$ cat config.mk
export PLATFORM = sky130hd
export DESIGN_NAME = gray_wptr_full_flat
export DESIGN_NICKNAME = d
export VERILOG_FILES = /design/src/rtl/gray_wptr_full_pkg.sv /design/src/rtl/gray_wptr_full_if.sv /design/src/rtl/gray_wptr_full_bin2gray.sv /design/src/rtl/gray_wptr_full.sv /design/src/flat_wrapper.sv
export SDC_FILE = /design/constraint.sdc
export NUM_CORES = 1
export LEC_CHECK = 0
export CAP_MARGIN = 30
export CELL_PAD_IN_SITES_DETAIL_PLACEMENT = 0
export CELL_PAD_IN_SITES_GLOBAL_PLACEMENT = 1
export CORE_MARGIN = 1.5
export CORE_UTILIZATION = 40
export DETAILED_ROUTE_END_ITERATION = 6
export PLACE_DENSITY_LB_ADDON = 0.1
export SETUP_SLACK_MARGIN = 0.02
export SYNTH_ARGS = -nofsm -noshare
export SYNTH_HDL_FRONTEND = slang
export SYNTH_HIERARCHICAL = 1
export SYNTH_SLANG_ARGS = --single-unit
$ cat constraint.sdc
create_clock -name wclk -period 11.4 [get_ports wclk]
set_input_delay 2.28 -clock wclk [delete_from_list [all_inputs] [get_ports wclk]]
set_output_delay 2.28 -clock wclk [all_outputs]
set_load 0.005 [all_outputs]
$ cat src/rtl/gray_wptr_full_pkg.sv
// Shared helpers for the async FIFO pointer logic: pointer width and Gray conversions.
// Conversions work on a 32-bit container; callers truncate to their own pointer width.
package gray_wptr_full_pkg;

    function automatic int unsigned ptrw(int unsigned addrsize);
        return addrsize + 1;
    endfunction

    function automatic logic [31:0] bin2gray(logic [31:0] b);
        return b ^ (b >> 1);
    endfunction

    // Gray to binary is a running XOR from the MSB downward.
    function automatic logic [31:0] gray2bin_f(logic [31:0] g);
        logic [31:0] b;
        b[31] = g[31];
        for (int i = 30; i >= 0; i--) begin
            b[i] = b[i+1] ^ g[i];
        end
        return b;
    endfunction

endpackage

$ cat src/rtl/gray_wptr_full_if.sv
// Write-port bundle of the async FIFO write-side pointer block.
// The master drives the push request and synchronised read pointer.
interface gray_wptr_full_if
    import gray_wptr_full_pkg::*;
#(
    parameter int unsigned ADDRSIZE = 8
);
    localparam int unsigned PW = ptrw(ADDRSIZE);

    logic                winc;
    logic [PW-1:0]       wq2_rptr;
    logic [ADDRSIZE-1:0] waddr;
    logic [PW-1:0]       wptr;
    logic                wfull;
    logic                wafull;
    logic [PW-1:0]       wlevel;

    modport master (
        output winc, wq2_rptr,
        input  waddr, wptr, wfull, wafull, wlevel
    );

    modport slave (
        input  winc, wq2_rptr,
        output waddr, wptr, wfull, wafull, wlevel
    );

endinterface

$ cat src/rtl/gray_wptr_full_bin2gray.sv
// Parameterised binary to Gray encoder; purely combinational.
module gray_wptr_full_bin2gray #(
    parameter int unsigned Width = 9
) (
    input  logic [Width-1:0] bin,
    output logic [Width-1:0] gray
);

    assign gray = bin ^ (bin >> 1);

endmodule

$ cat src/rtl/gray_wptr_full.sv
// Async FIFO write-side pointer: binary/Gray write counter, full, almost-full and level flags.
// Flags are computed from next-state pointers so they are valid the cycle after each push.
module gray_wptr_full
    import gray_wptr_full_pkg::*;
#(
    parameter int unsigned ADDRSIZE = 8,
    parameter int unsigned AFULL_TH = 2 ** ADDRSIZE - 2
) (
    input logic              wclk,
    input logic              wrst,
    gray_wptr_full_if.slave  bus
);

    localparam int unsigned PW = ptrw(ADDRSIZE);

    logic [PW-1:0] wbin_q, wbin_d;
    logic [PW-1:0] wptr_q, wgray_d;
    logic [PW-1:0] level_q, level_d;
    logic [PW-1:0] rbin;
    logic          wfull_q, wfull_d;
    logic          wafull_q, wafull_d;
    logic          push;

    gray_wptr_full_bin2gray #(
        .Width(PW)
    ) u_bin2gray (
        .bin  (wbin_d),
        .gray (wgray_d)
    );

    always_comb begin
        push     = bus.winc & ~wfull_q;
        wbin_d   = wbin_q + PW'(push);
        rbin     = PW'(gray2bin_f(32'(bus.wq2_rptr)));
        // Full when the pointers differ only in the lap bit; in Gray that flips the top two bits.
        wfull_d  = (wgray_d == {~bus.wq2_rptr[PW-1:PW-2], bus.wq2_rptr[PW-3:0]});
        level_d  = wbin_d - rbin;
        wafull_d = (32'(level_d) >= AFULL_TH);
    end

    always_ff @(posedge wclk) begin
        if (wrst) begin
            wbin_q   <= '0;
            wptr_q   <= '0;
            level_q  <= '0;
            wfull_q  <= 1'b0;
            wafull_q <= 1'b0;
        end else begin
            wbin_q   <= wbin_d;
            wptr_q   <= wgray_d;
            level_q  <= level_d;
            wfull_q  <= wfull_d;
            wafull_q <= wafull_d;
        end
    end

    assign bus.waddr  = wbin_q[ADDRSIZE-1:0];
    assign bus.wptr   = wptr_q;
    assign bus.wfull  = wfull_q;
    assign bus.wafull = wafull_q;
    assign bus.wlevel = level_q;

endmodule

$ cat src/flat_wrapper.sv
// flat-port wrapper written by rule: the top's interface ports become plain ports
module gray_wptr_full_flat import gray_wptr_full_pkg::*;
#(
    parameter int unsigned ADDRSIZE = 8,
    parameter int unsigned AFULL_TH = 2 ** ADDRSIZE - 2
)
  (wclk, wrst, bus_winc, bus_wq2_rptr, bus_waddr, bus_wptr, bus_wfull, bus_wafull, bus_wlevel);
  gray_wptr_full_if #(.ADDRSIZE(ADDRSIZE)) bus_i ();
  input logic wclk;
  input logic wrst;
  input wire logic [$bits(bus_i.winc)-1:0] bus_winc;
  input wire logic [$bits(bus_i.wq2_rptr)-1:0] bus_wq2_rptr;
  output wire logic [$bits(bus_i.waddr)-1:0] bus_waddr;
  output wire logic [$bits(bus_i.wptr)-1:0] bus_wptr;
  output wire logic [$bits(bus_i.wfull)-1:0] bus_wfull;
  output wire logic [$bits(bus_i.wafull)-1:0] bus_wafull;
  output wire logic [$bits(bus_i.wlevel)-1:0] bus_wlevel;
  assign bus_i.winc = bus_winc;
  assign bus_i.wq2_rptr = bus_wq2_rptr;
  assign bus_waddr = bus_i.waddr;
  assign bus_wptr = bus_i.wptr;
  assign bus_wfull = bus_i.wfull;
  assign bus_wafull = bus_i.wafull;
  assign bus_wlevel = bus_i.wlevel;
  gray_wptr_full #(.ADDRSIZE(ADDRSIZE), .AFULL_TH(AFULL_TH)) u_core (.wclk(wclk), .wrst(wrst), .bus(bus_i));
endmodule
# Word level (Yosys, flattened, before mapping)

Index checks and enable logic that the tools add are counted.

Divide/modulo/power cells: 0
Mux-type cells: 0
Shift-type cells: 0
Bitwise operators: 12
Magnitude comparators: 1
Reduce and logical (&&, ||, !) cells: 0
Equal/unequal tests: 1
Multiply operators: 0
$add $sub $neg: 2

Operators with widths:

| cell                                                                  | count |
|---|---|
| 9-bit by 1-bit adder with 9-bit output                                | 1 |
| 9-bit equality test                                                   | 1 |
| 9-bit by 8-bit >= comparator with 1-bit output, second input constant | 1 |
| 9-bit subtractor                                                      | 1 |
| 9-bit by 8-bit bitwise XOR with 9-bit output                          | 1 |
| 1-bit bitwise XOR                                                     | 8 |
| 2-bit inverter                                                        | 1 |
| 1-bit bitwise AND                                                     | 1 |
| 1-bit inverter                                                        | 1 |

Memory bits (read-only): 0
Output and inout bits: 28
Input bits: 12
Bits in writable memories: 0
Register bits: 29
Bits in latches: 0
Memories: 0
Word-level logic and storage cells: 21

# Depth between registers and ports, before layout

Depth after elaboration: 10
Depth in mapped cells: 15
Mapped depth without buffers: 15

# Cells and area by module

Netlist, hierarchy kept.

Modules (own cells, without submodules):

| module                  | instances | seq. area each (um2) | area an instance (um2) | cells an instance |
|---|---|---|---|---|
| gray_wptr_full          | 1         | 580.6                | 1517.7                 | 151 |
| gray_wptr_full_bin2gray | 1         | 0.0                  | 77.6                   | 9 |

# Worst setup path after synthesis

Ideal clock, no wire load.

Path type: input -> register
Start: input port bus_wq2_rptr[8]
End: register u_core.wafull_q (netlist: u_core/bus.wafull)
Path buffers: 0
Library setup time: 0.092 ns
Data required time: 11.308 ns
Setup slack: 5.745 ns
Arrival: 5.563 ns
Cell stages on the path: 14
Path through: xnor3_2 > xor2_4 > xor3_2 > xor2_2 > xor2_2 > xnor2_1 > ha_1 > inv_1 > fa_1 > a21o_1 > a21oi_1 > xor2_1 > or4b_1 > o32ai_1

Longest elaborated chain between the ends: 10

Ends and longest elaborated chain:

| item                                               | line                     | RTL |
|---|---|---|
| start, declared                                    | flat_wrapper.sv:12       | `input wire logic [$bits(bus_i.wq2_rptr)-1:0] bus_wq2_rptr;` |
| 1-bit bitwise XOR (8 in series)                    | gray_wptr_full_pkg.sv:18 | `b[i] = b[i+1] ^ g[i];` |
| 9-bit subtractor (*)                               | gray_wptr_full.sv:37     | `level_d = wbin_d - rbin;` |
| 9-bit by 8-bit >= comparator with 1-bit output (*) | gray_wptr_full.sv:38     | `wafull_d = (32'(level_d) >= AFULL_TH);` |
| end signal, assigned                               | gray_wptr_full.sv:53     | `wafull_q <= wafull_d;` |
| end, declared                                      | gray_wptr_full.sv:21     | `logic wafull_q, wafull_d;` |

Mark *: on every way between the ends. The rest lies on a longest branch, timed or not.
A chain may end at the register's enable or synchronous reset.

# Worst setup path after layout

Ends and elaborated chain as after synthesis.

==> impl_metrics.json <==
{
  "nFillCells": 359,
  "nets": 218,
  "cpMostUsedCell": "xor2_2",
  "ys_seq_area_share_pct": 36.4,
  "synth_seq_cells": 29,
  "crit_cells": 15,
  "min_path_cells": 2,
  "syn_nets": 183,
  "cap_violations": 0,
  "fp.coreArea_um2": 3740,
  "critPathBufInv": 2,
  "cp-start-kind": "input port",
  "grt_antenna_before_repair": 0,
  "synth_cells": 160,
  "cts_tree": "done",
  "cts_setup_buffers": 0,
  "synth_top_flop_cell": "dfxtp_1",
  "arrival_ns": 6.38,
  "drive_gt1_share_pct": 7.65,
  "netlist_area_um2": 1600,
  "setup_tns_ns": 0,
  "fin_crit_sh_pct": 54.3,
  "worstMarginPinSlew_ns": 0.478,
  "antenna_left": 0,
  "multi_input_area_um2": 925,
  "vias": 1141,
  "synth_cell_type_count": 31,
  "grt_pass1_wl_um": 5020,
  "port_buffers": 39,
  "wl_um": 2960,
  "place_ws_ns": 4.89,
  "status": "finished, final reports clean",
  "cpPeakStageDelay_ns": 0.57,
  "grt_start_max_net_pins": 30,
  "numClockSinks": 29,
  "regArea_um2": 581,
  "setup_ws_ns": 5.21,
  "grt_pass1_vias": 1147,
  "track_usage_pct": 15.9,
  "slew_headroom_pct": 67.9,
  "final_area_um2": 2060,
  "clockBufferDepth": 2,
  "hp-class": "flop to flop",
  "clk_pin_slew_ns": 0.06,
  "io_pins": 40,
  "min_period_ns": 6.19,
  "via_per_inst": 4.68,
  "hold_buffers": 0,
  "die_area_um2": 4380,
  "critical_path.top_delay_family": "XOR/XNOR gates",
  "synthArstFlopShare_pct": 0,
  "skew_ns": 0.00388,
  "path_cells": "clkdlybuf4s50_1, xnor3_2, xor2_4, xor3_2, xor2_2, xor2_2, xnor2_1, ha_1, inv_1, fa_1, a21o_1, a21oi_1, xor2_1, or4b_1, o32ai_1",
  "gp_congestion": 0.741,
  "timing.fmax_mhz": 161,
  "areaGrowthSynthToFinish_pct": 29.2,
  "cts_max_level": 2,
  "cts.repair.resized": 0,
  "hold_viol_final": 0,
  "place_area_um2": 1970,
  "slowest_stage": "clkdlybuf4s50_1",
  "end_kind": "flop",
  "diodes": 0,
  "std_cell_rows": 22,
  "insertion_delay_ns": 0.28,
  "dp_hpwl_um": 2330,
  "cts_root_buf": "clkbuf_8",
  "p_per_area_nw_per_um2": 144,
  "required_ns": 11.59,
  "power.static_leakage_uw": 0.000870,
  "initialDrtViolationCount": 19,
  "worstSetupPathType": "input port to flop",
  "start_util_pct": 42.6,
  "post_drt_wl_per_cell_um": 12.1,
  "crit_fanout": 4,
  "synth_edf_count": 0,
  "reg2reg_depth": 10,
  "gr-total-overflow": 0,
  "drv_slew": 0,
  "cts_made_buffers": 5,
  "yosysWarnings": 6,
  "rsz0062_at_grt": "false",
  "synth.avg_cell_area_um2": 9.97,
  "setup_violations": 0,
  "die_w_um": 66.2,
  "ir_drop_uv": 108,
  "drtPass1Iterations": 3,
  "die_y_um": 66.2,
  "route.detailed.drc": 0
}
-- flip-flops by register name, indices dropped and copies added, names as in the netlist --
register / count
u_core/bus.wlevel: 9
u_core/bus.wptr: 9
u_core/bus.wafull: 1
u_core/bus.wfull: 1
u_core/wbin_q: 9
-- power breakdown --
| part | internal (uW) | switching [uW] |
|---|---|---|
| Sequential | 112 | 3.08 |
| Combinational | 56.8 | 45.1 |
| Clock | 42.1 | 36.8 |
| Total | 211 | 85.0 |
-- cell usage in the layout (no fill, tap or decap), types with 3 or more instances in the layout --
cell type         n
nor2b_1          20
nor2_1           14
nand3_1           4
xnor2_1          14
nand2_1           3
ha_1             10
inv_1             3
dfxtp_1          29
a21oi_1           4
clkbuf_8          5
o21a_1            4
xor2_1           19
clkdlybuf4s50_1  39
-- cells in the mapped netlist, types with 2 or more instances --
library cell  number  area share (%)
dfxtp_1           29              36
nor2b_1           20             7.8
xor2_1            19              10
nor2_1            14             3.3
xnor2_1           14             7.7
ha_1              10             7.8
buf_4              9             4.2
a21oi_1            4             1.3
nand3_1            4             1.3
o21a_1             4             1.9
clkbuf_1           3            0.71
inv_1              3            0.71
nand2_1            3            0.71
nand4_1            2            0.78
nor3_1             2            0.63
o21ai_0            2            0.63
o31a_1             2             1.1
or2_2              2            0.78
xor2_2             2             2.0
-- per-layer routing --
layer  GRT usage (%)  vias to the layer above  share of wire [%]
met4            9.18                        0                2.5
met2            26.1                       25                 48
met5               0                        -                  0
li1                -                      583                  -
met1            18.6                      525                 45
met3            4.09                        8                4.0
-- final cells by class --
cell class	instances	area share [%]
multi-input cells	116	44.9
flip-flops and latches	29	28.2
clock buffers	6	3.52
well taps	48	2.91
clock inverters	2	0.486
repair buffers	40	19.5
inverters	3	0.546
-- cells by family after synthesis --
group                      after synthesis  synth area share, %
and+or+nand+nor                         50                 16.7
xor gates and xnor gates                38                 24.9
DFF                                     29                 36.4
AOI/OAI and AO/OA                       17                 7.22
buffers and inverters                   15                 5.65
adders and majority gates               11                 9.10
-- path summary, 6_finish.rpt --
check	end	slack (ns)	start
min	u_core/wbin_q[8]	0.60	u_core/wbin_q[8]
max reg2reg	u_core/bus.wafull	8.38	u_core/bus.wfull
max	u_core/bus.wafull	5.21	bus_wq2_rptr[8]
min reg2reg	u_core/wbin_q[8]	0.60	u_core/wbin_q[8]
-- worst min-delay path: stages, from the launching register on --
cell	delay [ns]
dfxtp_1	0.33
xnor2_1	0.14
nor2_1	0.10
-- through the flow --
stage               total power [uW]  cells  hold slack (ns)  utilization (%)
floorplan                        182    160            0.516                -
global placement                 219    235            0.561             52.5
detailed placement               220    235            0.580             52.5
CTS                              301    243            0.600             54.7
global route                     319    244            0.634             55.0
finish                           296    244            0.601             55.0
Power figures use the tool's default switching activity.
